$ cat config.mk
export PLATFORM = sky130hd
export DESIGN_NAME = dtw_hit_filter
export DESIGN_NICKNAME = d
export VERILOG_FILES = /design/src/rtl/dtw_hit_filter.sv
export SDC_FILE = /design/constraint.sdc
export NUM_CORES = 1
export LEC_CHECK = 0
export BUFFER_PORTS_ARGS = -buffer_cell sky130_fd_sc_hd__buf_4
export CORE_AREA = 8 8 151 153
export DETAILED_ROUTE_END_ITERATION = 7
export DIE_AREA = 0 0 159 161
export MAX_ROUTING_LAYER = met4
export PLACE_DENSITY = 0.74
export SLEW_MARGIN = 0
export SYNTH_ARGS = -nofsm -noshare
export SYNTH_HDL_FRONTEND = slang
export SYNTH_SLANG_ARGS = --single-unit
$ cat constraint.sdc
create_clock -name clk -period 5.4 [get_ports clk]
set_clock_uncertainty 0.1 [all_clocks]
set_input_delay 1.62 -clock clk [delete_from_list [all_inputs] [get_ports clk]]
set_output_delay 1.62 -clock clk [all_outputs]
set_load 0.01 [all_outputs]
$ cat src/rtl/dtw_hit_filter.sv
// Reduces each query's DTW cost stream to a two-word match record: {min_cost} then {hit, min_pos}.
// Optional macro DTW_HIT_FILTER_DROP_EN discards records whose minimum cost exceeds the threshold.
module dtw_hit_filter #(
    parameter int width = 32,
    parameter int POS_W = 16
) (
    input  logic             clk,
    input  logic             rst,
    input  logic [width-1:0] threshold,
    input  logic [width-1:0] s_axis_tdata,
    input  logic             s_axis_tvalid,
    output logic             s_axis_tready,
    input  logic             s_axis_tlast,
    output logic [width-1:0] m_axis_tdata,
    output logic             m_axis_tvalid,
    input  logic             m_axis_tready,
    output logic             m_axis_tlast,
    output logic [31:0]      query_cnt,
    output logic [31:0]      hit_cnt,
    output logic             busy
);

    // Handshake: a word moves on the rising edge where tvalid and tready are both high;
    // once m_axis_tvalid rises, it and the data stay put until m_axis_tready is seen.
    typedef enum logic [1:0] {
        ACCUM      = 2'd0,
        EMIT_SCORE = 2'd1,
        EMIT_POS   = 2'd2
    } state_t;

    localparam logic [POS_W-1:0] POS_MAX = {POS_W{1'b1}};

    state_t             state_q;
    logic               first_q;
    logic [width-1:0]   min_cost_q;
    logic [POS_W-1:0]   min_pos_q;
    logic [POS_W-1:0]   pos_q;
    logic [width-1:0]   thr_q;
    logic               hit_q;
    logic               s_ready_q;
    logic               m_valid_q;
    logic [width-1:0]   m_data_q;
    logic               m_last_q;
    logic [31:0]        query_cnt_q;
    logic [31:0]        hit_cnt_q;

    logic               in_fire;
    logic [width-1:0]   thr_d;
    logic [width-1:0]   min_cost_d;
    logic [POS_W-1:0]   min_pos_d;
    logic [POS_W-1:0]   pos_d;
    logic               hit_d;
    logic [width-1:0]   pos_word;

    always_comb begin
        in_fire    = s_axis_tvalid && s_ready_q;
        thr_d      = first_q ? threshold : thr_q;
        min_cost_d = min_cost_q;
        min_pos_d  = min_pos_q;
        pos_d      = (pos_q == POS_MAX) ? pos_q : pos_q + POS_W'(1);
        if (first_q) begin
            min_cost_d = s_axis_tdata;
            min_pos_d  = '0;
            pos_d      = POS_W'(1);
        end else if (s_axis_tdata < min_cost_q) begin
            // strict compare so ties keep the earliest position
            min_cost_d = s_axis_tdata;
            min_pos_d  = pos_q;
        end
        hit_d                 = (min_cost_d <= thr_d);
        pos_word              = '0;
        pos_word[width-1]     = hit_q;
        pos_word[POS_W-1:0]   = min_pos_q;
    end

    always_ff @(posedge clk) begin
        if (rst) begin
            state_q     <= ACCUM;
            first_q     <= 1'b1;
            min_cost_q  <= '0;
            min_pos_q   <= '0;
            pos_q       <= '0;
            thr_q       <= '0;
            hit_q       <= 1'b0;
            s_ready_q   <= 1'b0;
            m_valid_q   <= 1'b0;
            m_data_q    <= '0;
            m_last_q    <= 1'b0;
            query_cnt_q <= '0;
            hit_cnt_q   <= '0;
        end else begin
            case (state_q)
                ACCUM: begin
                    s_ready_q <= 1'b1;
                    if (in_fire) begin
                        min_cost_q <= min_cost_d;
                        min_pos_q  <= min_pos_d;
                        pos_q      <= pos_d;
                        thr_q      <= thr_d;
                        first_q    <= 1'b0;
                        if (s_axis_tlast) begin
                            first_q <= 1'b1;
                            hit_q   <= hit_d;
`ifdef DTW_HIT_FILTER_DROP_EN
                            if (!hit_d) begin
                                query_cnt_q <= query_cnt_q + 32'd1;
                            end else begin
                                state_q   <= EMIT_SCORE;
                                s_ready_q <= 1'b0;
                                m_valid_q <= 1'b1;
                                m_data_q  <= min_cost_d;
                                m_last_q  <= 1'b0;
                            end
`else
                            state_q   <= EMIT_SCORE;
                            s_ready_q <= 1'b0;
                            m_valid_q <= 1'b1;
                            m_data_q  <= min_cost_d;
                            m_last_q  <= 1'b0;
`endif
                        end
                    end
                end
                EMIT_SCORE: begin
                    if (m_axis_tready) begin
                        state_q  <= EMIT_POS;
                        m_data_q <= pos_word;
                        m_last_q <= 1'b1;
                    end
                end
                EMIT_POS: begin
                    if (m_axis_tready) begin
                        state_q     <= ACCUM;
                        s_ready_q   <= 1'b1;
                        m_valid_q   <= 1'b0;
                        m_last_q    <= 1'b0;
                        query_cnt_q <= query_cnt_q + 32'd1;
                        if (hit_q) hit_cnt_q <= hit_cnt_q + 32'd1;
                    end
                end
                default: begin
                    state_q   <= ACCUM;
                    s_ready_q <= 1'b1;
                    m_valid_q <= 1'b0;
                    m_last_q  <= 1'b0;
                end
            endcase
        end
    end

    assign s_axis_tready = s_ready_q;
    assign m_axis_tvalid = m_valid_q;
    assign m_axis_tdata  = m_data_q;
    assign m_axis_tlast  = m_last_q;
    assign query_cnt     = query_cnt_q;
    assign hit_cnt       = hit_cnt_q;
    assign busy          = (state_q != ACCUM) || !first_q;

endmodule

### Yosys cells after proc, flatten, opt, wreduce, memory -nomap -nowiden

Cells that the tools add are included.

* flip-flop bits (word level): 199
* input bits: 69
* output and inout port bits: 100
* word-level logic and storage cells: 72

* $add $sub $neg: 3
* $lt $le $gt $ge: 2
* equality and inequality tests: 8
* multiplexer cells: 28
* bitwise gates (word level): 1
* reductions and logical operators: 17

Operator list (number)
* 32-bit 2-to-1 mux: 6
* 32-bit by 1-bit adder with 32-bit output (second input constant): 2
* 16-bit 2-to-1 mux: 4
* 32-bit case mux with 2 select lines: 1
* 32-bit less-or-equal comparator: 1
* 32-bit < comparator: 1
* 16-bit by 1-bit adder with 16-bit output (second input constant): 1
* 16-bit == test (second input constant): 1
* 3-bit AND reduction: 4
* 4-bit AND reduction: 3
* 2-bit != test (second input constant): 5
* 1-bit 2-to-1 mux: 9
* 1-bit case mux with 3 select lines: 3
* 2-bit 2-to-1 mux: 4
* 2-bit case mux with 3 select lines: 1
* 2-bit AND reduction: 3
* 2-bit nonzero test: 3
* 2-bit by 1-bit == test with 1-bit output (second input constant): 1
* 2-bit == test (second input constant): 1
* 2-bit zero test: 1
* 1-bit logical AND: 1
* 1-bit zero test: 1
* 1-bit logical OR: 1
* 1-bit NOT: 1

### Logic depth before layout (Yosys ltp)

Gate-level depths: netlist of run 1.

* depth in word-level cells: 6
* gate-level depth with buffers: 17
* gate-level depth less buffers: 16

### Worst setup path after synthesis of run 1

Ideal clock, no wire load.

* path type: input -> register
* start: input port s_axis_tdata[11]
* end: register hit_q
* setup time: 126 ps
* data arrival time: 4799 ps
* required time: 5174 ps
* path slack: 376 ps
* stages: 15
* buffers on the path: 1
* path through: ha_1 -> a211oi_1 -> o21ai_0 -> a221oi_1 -> o41ai_2 -> a21oi_2 -> buf_4 -> mux2_2 -> ha_1 -> nand4_1 -> or2_2 -> nor4_1 -> and2_1 -> a31oi_1 -> a21boi_0

* cells in the longest elaborated chain, start to end: 4

RTL lines
* start, declared: RTL line 10 `input logic [width-1:0] s_axis_tdata,`
* 32-bit < comparator: RTL line 65 `end else if (s_axis_tdata < min_cost_q) begin`
* 32-bit 2-to-1 mux: RTL line 65
* 32-bit 2-to-1 mux: RTL line 61 `if (first_q) begin`
* via min_cost_d[29]: RTL line 49 `logic [width-1:0] min_cost_d;`
* 32-bit less-or-equal comparator: RTL line 70 `hit_d = (min_cost_d <= thr_d);`
* end signal, assigned: RTL line 103 `hit_q <= hit_d;`
* end, declared: RTL line 39 `logic hit_q;`

The timed path passes the listed nets, and every way through them passes these cells.
A chain may end at the register's enable or synchronous reset.

### Final worst setup path of run 1

* start: input port s_axis_tdata[30]
* end: register hit_q

The elaborated chain is that of the path after synthesis.

==> results.py, run 1 <==
metrics = {
    "synth": {
        "postSynthCellCount": 1160,
        "ys_warn_count": 0,
        "synth_edf_count": 0,
        "synthTopCellsByCount": "dfxtp_1, nor2_1, o21ai_0",
        "synthArstFlopShare": 0,
        "ys.flop_type": "dfxtp_1",
        "syn_avg_cell_area_sq_um": 8.67,
        "synth_top_cell_by_area": "dfxtp_1",
        "synth_top_area_share": 0.394,
        "synth_area_sq_um": 10100,
        "yosysMostFrequentCell": "dfxtp_1",
        "synth_nets": 1295,
        "synth.area.top_cells": "dfxtp_1, ha_1, o21ai_0, nor2_1, a21oi_1",
        "ys_ff_latch": 198,
        "yosysSeqAreaShare": 0.394,
        "synth_cell_types": 56,
    },
    "grt": {
        "overflow": 0,
        "grt_usage": 0.211,
        "grt_antenna_before_repair": 0,
        "grt_pass1_wl_microns": 43800,
        "grt_pass1_vias": 8606,
        "grt_max_degree": 95,
    },
    "floorplanning": {
        "die_w_microns": 159,
        "start_util": 0.489,
        "io_pins": 169,
        "dieArea_sq_um": 25600,
        "rows": 53,
        "die_h_microns": 161,
        "fp.coreArea_sq_um": 20600,
    },
    "finish": {
        "fill_cells": 1840,
        "drive_gt1_frac": 0.211,
        "area_growth_pct": 21.8,
        "final_area_sq_um": 12200,
        "diodes": 0,
        "fin_nets": 1445,
    },
    "critical_path": {
        "start_kind": "input pin",
        "crit_arrival_ps": 5230,
        "cp-startpoint": "s_axis_tdata[30]",
        "crit_family": "compound AO/OA/AOI/OAI gates",
        "path_buf_inv": 3,
        "max_stage_delay_ps": 400,
        "critPathKind": "in -> reg",
        "crit_fanout": 22,
        "path_cells": "buf_4 > ha_1 > a21oi_1 > nand2_1 > a221oi_1 > o22ai_1 > a21oi_4 > buf_12 > buf_4 > mux2_2 > ha_1 > o21ai_0 > a21oi_1 > nor3_1 > o211ai_1 > a31oi_1 > a21boi_0",
        "endpoint_kind": "register",
        "crit_slowest_cell": "mux2_2",
        "reg2reg_from": "min_cost_q[11]",
        "required_ps": 5660,
    },
    "pwr": {
        "p_int_mw": 2.34,
        "powerDensity_nw_per_um2": 266,
        "swShare": 0.283,
        "leakage_nw": 5.11,
        "max-vdd-ir-drop_uv": 208,
        "pwr-share-seq": 0.472,
        "p_switching_mw": 0.924,
        "combinationalPowerShare": 0.145,
        "power_frac_clock": 0.383,
    },
    "placement": {
        "port_buffers": 168,
        "dp_slack_ps": 3.78,
        "hpwl_microns": 20000,
        "placed_area_sq_um": 11700,
        "gp_congestion": 0.871,
    },
    "clock_network": {
        "ctsResizeCount": 0,
        "cts_setup_buffers": 0,
        "cts_hold_buf": 0,
        "cts_buffers": 17,
        "clkLatencyLatePin_ps": 430,
        "cts_root_buf": "clkbuf_16",
        "clk_pin_slew_ps": 70,
        "clockBufferDepth": 2,
        "cts_tree": "done",
        "htree_levels": 4,
        "cts_num_sinks": 198,
    },
    "sta": {
        "hold_viol": 0,
        "final.setup.worst_slack_ps": 430,
        "finalMaxSlewViolations": 0,
        "slew_headroom": 0.241,
        "clock.fmax_ghz": 0.201,
        "rsz0062_at_grt": "false",
        "min_period_over_period": 0.920,
        "fin_crit_ps": 4970,
        "hold_slack_ps": 356,
        "finalSetupTns_ps": 0,
        "setup-violations-final": 0,
        "worstMarginPinSlew_ps": 1140,
    },
    "detailed_routing": {
        "wirelength_microns": 27100,
        "via_count": 8882,
        "antenna_left": 0,
        "dr.pass1.iters": 5,
        "drt-initial-drc-count": 726,
        "viasPerCell": 5.56,
        "drc_errors": 0,
        "routedWlPerCell_microns": 16.9,
    },
    "flow_run": {
        "drv_cap": 0,
    },
    "min_path": {
        "hold_path_class": "reg -> reg",
        "hold_start": "thr_q[0]",
    },
    "status": {
        "status": "finished, final reports clean",
    },
}
-- registers in the layout, summed over array words and instances (netlist names) --
name	flops
thr_q	32
hit_q	1
hit_cnt	32
pos_q	16
m_axis_tdata	32
query_cnt	32
s_axis_tready	1
min_cost_q	32
min_pos_q	16
m_axis_tvalid	1
m_axis_tlast	1
first_q	1
state_q	1
-- worst reg2reg max path: stages, from the launching register on --
cell and delay, ps:
dfxtp_1 350, inv_1 50, ha_1 290, a211oi_1 190, o21ai_0 110, a221oi_1 310, o41ai_2 190, a21oi_4 230
buf_12 190, buf_4 280, mux2_2 400, ha_1 300, o21ai_0 160, a21oi_1 70, nor3_1 180, o211ai_1 180
a31oi_1 200, a21boi_0 180
-- power groups by stage --
stage,clock network [mW],registers [mW],logic (mW)
after floorplan,0,1.57,0.294
after global placement,0,1.57,0.457
after detailed placement,0,1.57,0.469
after CTS,1.27,1.54,0.473
after global routing,1.34,1.54,0.523
final,1.25,1.54,0.473
-- layer usage --
| metal | share of wire | GRT usage |
|---|---|---|
| met1 | 0.45 | 0.263 |
| met2 | 0.47 | 0.337 |
| met3 | 0.059 | 0.0481 |
| met4 | 0.018 | 0.0626 |
| met5 | 0 | - |
-- logic make-up (layout without fill, tap and decap cells) --
logic type / count (synthesis) / in the layout / share of synthesized area
fa+ha+maj: 66 / 66 / 0.0821
flops: 198 / 198 / 0.394
xor+xnor: 56 / 56 / 0.0488
compound gates: 268 / 268 / 0.160
simple gates: 398 / 398 / 0.202
mux: 66 / 66 / 0.0697
buf+inv: 108 / 271 / 0.0427
-- placed cells by master, fill, tap and decap left out, types with 15 or more instances in the layout --
master     synthesis  layout
a21o_1            25      25
buf_4              3     195
clkbuf_16          0      17
mux2i_1           34      34
nor2_1           113     113
a22o_1            15      15
xor2_1            37      37
nand4_1           31      31
ha_1              66      66
inv_1             41      41
xnor2_1           19      19
a21oi_1           76      76
nand3b_1          17      17
dfxtp_1          198     197
mux2_2            32      32
nand3_1           65      65
a211oi_1          34      34
nand2_1           75      75
o21ai_0          100     100
or3_1             19      19
nand2b_1          19      19
-- final cells by class --
cell class	count	area, sq um	share of cell area
repair buffers	198	1520	0.124
flip-flops and latches	198	3970	0.324
inverters	41	154	0.0126
well taps	275	344	0.0281
multi-input cells	854	5680	0.464
clock buffers	17	425	0.0347
clock inverters	15	154	0.0126
-- through the flow --
stage               cells  utilization  power [mW]
global route         1598        0.596        3.40
detailed placement   1566        0.567        2.04
CTS                  1598        0.596        3.28
floorplan            1160            -        1.86
finish               1598        0.596        3.26
global placement     1566        0.567        2.03
-- worst paths after layout --
kind | to | slack, ps | cells past startpoint
setup / recovery | hit_q | 430 | 17
hold reg to reg | thr_q[0] | 360 | 2
setup reg to reg | hit_q | 1370 | 17
hold / removal | thr_q[0] | 360 | 2
(Power assumes the default switching activity.)
==> run 2: changes to the inputs <==
- CTS_BUF_LIST: unset -> sky130_fd_sc_hd__clkbuf_2
- clock period: 5.4 -> 5.98 ns (I/O delays scaled with it)
==> run 2 against run 1 <==
  * Combinational power down 12%
  * Global-route usage fell by 0.21 points
  * Clock power shrank 44%
  * Via count is 1.3% lower
  * Sequential share of layout area increased by 1.2 points
  * Sequential power down 9%
  * Power decreased by 23%
  * Worst setup slack better by 680 ps
  * Routed wire length decreased by 1.7%
  * Count of clock-buffer cells in the layout did not move
  * Flip-flop and latch count stayed put
  * Non-clock buffer count decreased by 14
  * Largest power group unchanged
  * Highest routed layer unchanged
==> results.py, run 2 (synthesis results as in run 1) <==
metrics = {
    "placement": {
        "gp_congestion": 0.862,
        "hpwl_microns": 19600,
        "port_buffers": 168,
        "dp_slack_ps": 266,
        "dp.cells": 1552,
    },
    "floorplanning": {
        "die_w_microns": 159,
        "start_util": 0.489,
        "fp.coreArea_sq_um": 20600,
        "die_h_microns": 161,
        "dieArea_sq_um": 25600,
        "io_pins": 169,
        "rows": 53,
    },
    "clock_network": {
        "htree_levels": 4,
        "cts_num_sinks": 198,
        "ctsResizeCount": 0,
        "cts_tree": "done",
        "clk_pin_slew_ps": 310,
        "clockBufferDepth": 2,
        "cts_buffers": 17,
        "cts_setup_buffers": 0,
        "cts_hold_buf": 0,
        "cts_root_buf": "clkbuf_2",
        "clkLatencyLatePin_ps": 790,
    },
    "detailed_routing": {
        "wirelength_microns": 26600,
        "drt-initial-drc-count": 514,
        "dr.pass1.iters": 7,
        "routedWlPerCell_microns": 16.8,
        "via_count": 8764,
        "viasPerCell": 5.53,
        "drc_errors": 0,
        "antenna_left": 0,
    },
    "pwr": {
        "total_power_mw": 2.51,
        "swShare": 0.313,
        "pwr-share-seq": 0.555,
        "combinationalPowerShare": 0.165,
        "max-vdd-ir-drop_uv": 123,
        "power_frac_clock": 0.281,
        "p_int_mw": 1.73,
        "p_switching_mw": 0.786,
        "leakage_nw": 4.90,
        "powerDensity_nw_per_um2": 213,
    },
    "critical_path": {
        "path_common_cell": "buf_4",
        "crit_slowest_cell": "mux2_2",
        "path_cells": "buf_4 > ha_1 > a211oi_1 > o21ai_0 > a221oi_1 > o41ai_2 > a21oi_4 > buf_4 > mux2_2 > ha_1 > nand4_1 > or2_2 > nor4_1 > buf_4 > and2_1 > a31oi_1 > a21boi_0",
        "crit_arrival_ps": 5500,
        "r2r_cells": 17,
        "crit_fanout": 18,
        "required_ps": 6620,
        "max_stage_delay_ps": 380,
        "endpoint_kind": "register",
        "start_kind": "input pin",
        "critPathKind": "in -> reg",
    },
    "sta": {
        "setup-violations-final": 0,
        "slew_headroom": 0.146,
        "min_period_over_period": 0.814,
        "rsz0062_at_grt": "false",
        "worstMarginPinSlew_ps": 1280,
        "final.setup.worst_slack_ps": 1110,
        "fin_crit_ps": 4870,
        "hold_viol": 0,
        "clock.fmax_ghz": 0.205,
        "finalSetupTns_ps": 0,
        "finalMaxSlewViolations": 0,
        "hold_slack_ps": 376,
    },
    "min_path": {
        "min_path_cells": 2,
        "hold_path_class": "reg -> reg",
    },
    "finish": {
        "area_growth_pct": 17.4,
        "layout_commonest_cell": "dfxtp_1",
        "fin_nets": 1431,
        "stdcell_count": 1585,
        "final_cell_mix": "dfxtp_1, buf_4, nor2_1",
        "drive_gt1_frac": 0.202,
    },
    "grt": {
        "grt_pass1_wl_microns": 43300,
        "grtUsageMet2": 0.336,
        "grt_usage": 0.209,
        "grt_pass1_vias": 8536,
        "grtUsageMet3": 0.0402,
        "gr-usage-met1": 0.264,
        "grt_antenna_before_repair": 1,
        "busiest_layer": "met2",
        "grt_max_degree": 112,
        "overflow": 0,
    },
    "status": {
        "status": "finished, final reports clean",
    },
    "flow_run": {
        "drv_cap": 0,
    },
}
run 2: routing by layer:
| layer | wire length [microns] | part of all wire | vias to the layer above |
|---|---|---|---|
| li1 | - | - | 4412 |
| met1 | 12500 | 0.47 | 4138 |
| met2 | 12600 | 0.47 | 188 |
| met3 | 1160 | 0.043 | 26 |
| met4 | 378 | 0.014 | 0 |
| met5 | 0 | 0 | - |
run 2: final cells by class:
type,instances,area (sq um)
diodes,1,2.50
clock buffers,17,85.1
multi-input cells,854,5680
clock inverters,15,183
flip-flops and latches,198,3970
fillers,1895,8750
inverters,41,154
repair buffers,184,1390
well taps,275,344
run 2: through the flow:
stage | cell area (sq um) | util
6_report | 11800 | 0.574
5_1_grt | 11800 | 0.574
4_1_cts | 11800 | 0.574
3_5_place_dp | 11500 | 0.561
3_3_place_gp | 11500 | 0.561
2_1_floorplan | 10100 | -
run 2: critical path, delay by kind of cell:
kind | cells | cell delay, ps
adder cells (fa/ha/maj) | 2 | 620
AO/OA/AOI/OAI | 7 | 1270
buffers and inverters | 3 | 600
AND/OR/NAND/NOR | 4 | 850
multiplexers | 1 | 380
run 2: path summary, 6_finish.rpt:
kind | slack, ps | from | endpoint
max reg2reg | 1780 | min_cost_q[2] | hit_q
min | 380 | thr_q[0] | thr_q[0]
min reg2reg | 380 | thr_q[0] | thr_q[0]
max | 1110 | s_axis_tdata[11] | hit_q
run 2: power groups by stage:
stage / sequential [mW] / clock, mW / combinational (mW)
2_1_floorplan: 1.41 / 0 / 0.265
3_3_place_gp: 1.42 / 0 / 0.401
3_5_place_dp: 1.42 / 0 / 0.410
4_1_cts: 1.40 / 0.724 / 0.412
5_1_grt: 1.40 / 0.775 / 0.460
6_report: 1.40 / 0.705 / 0.414
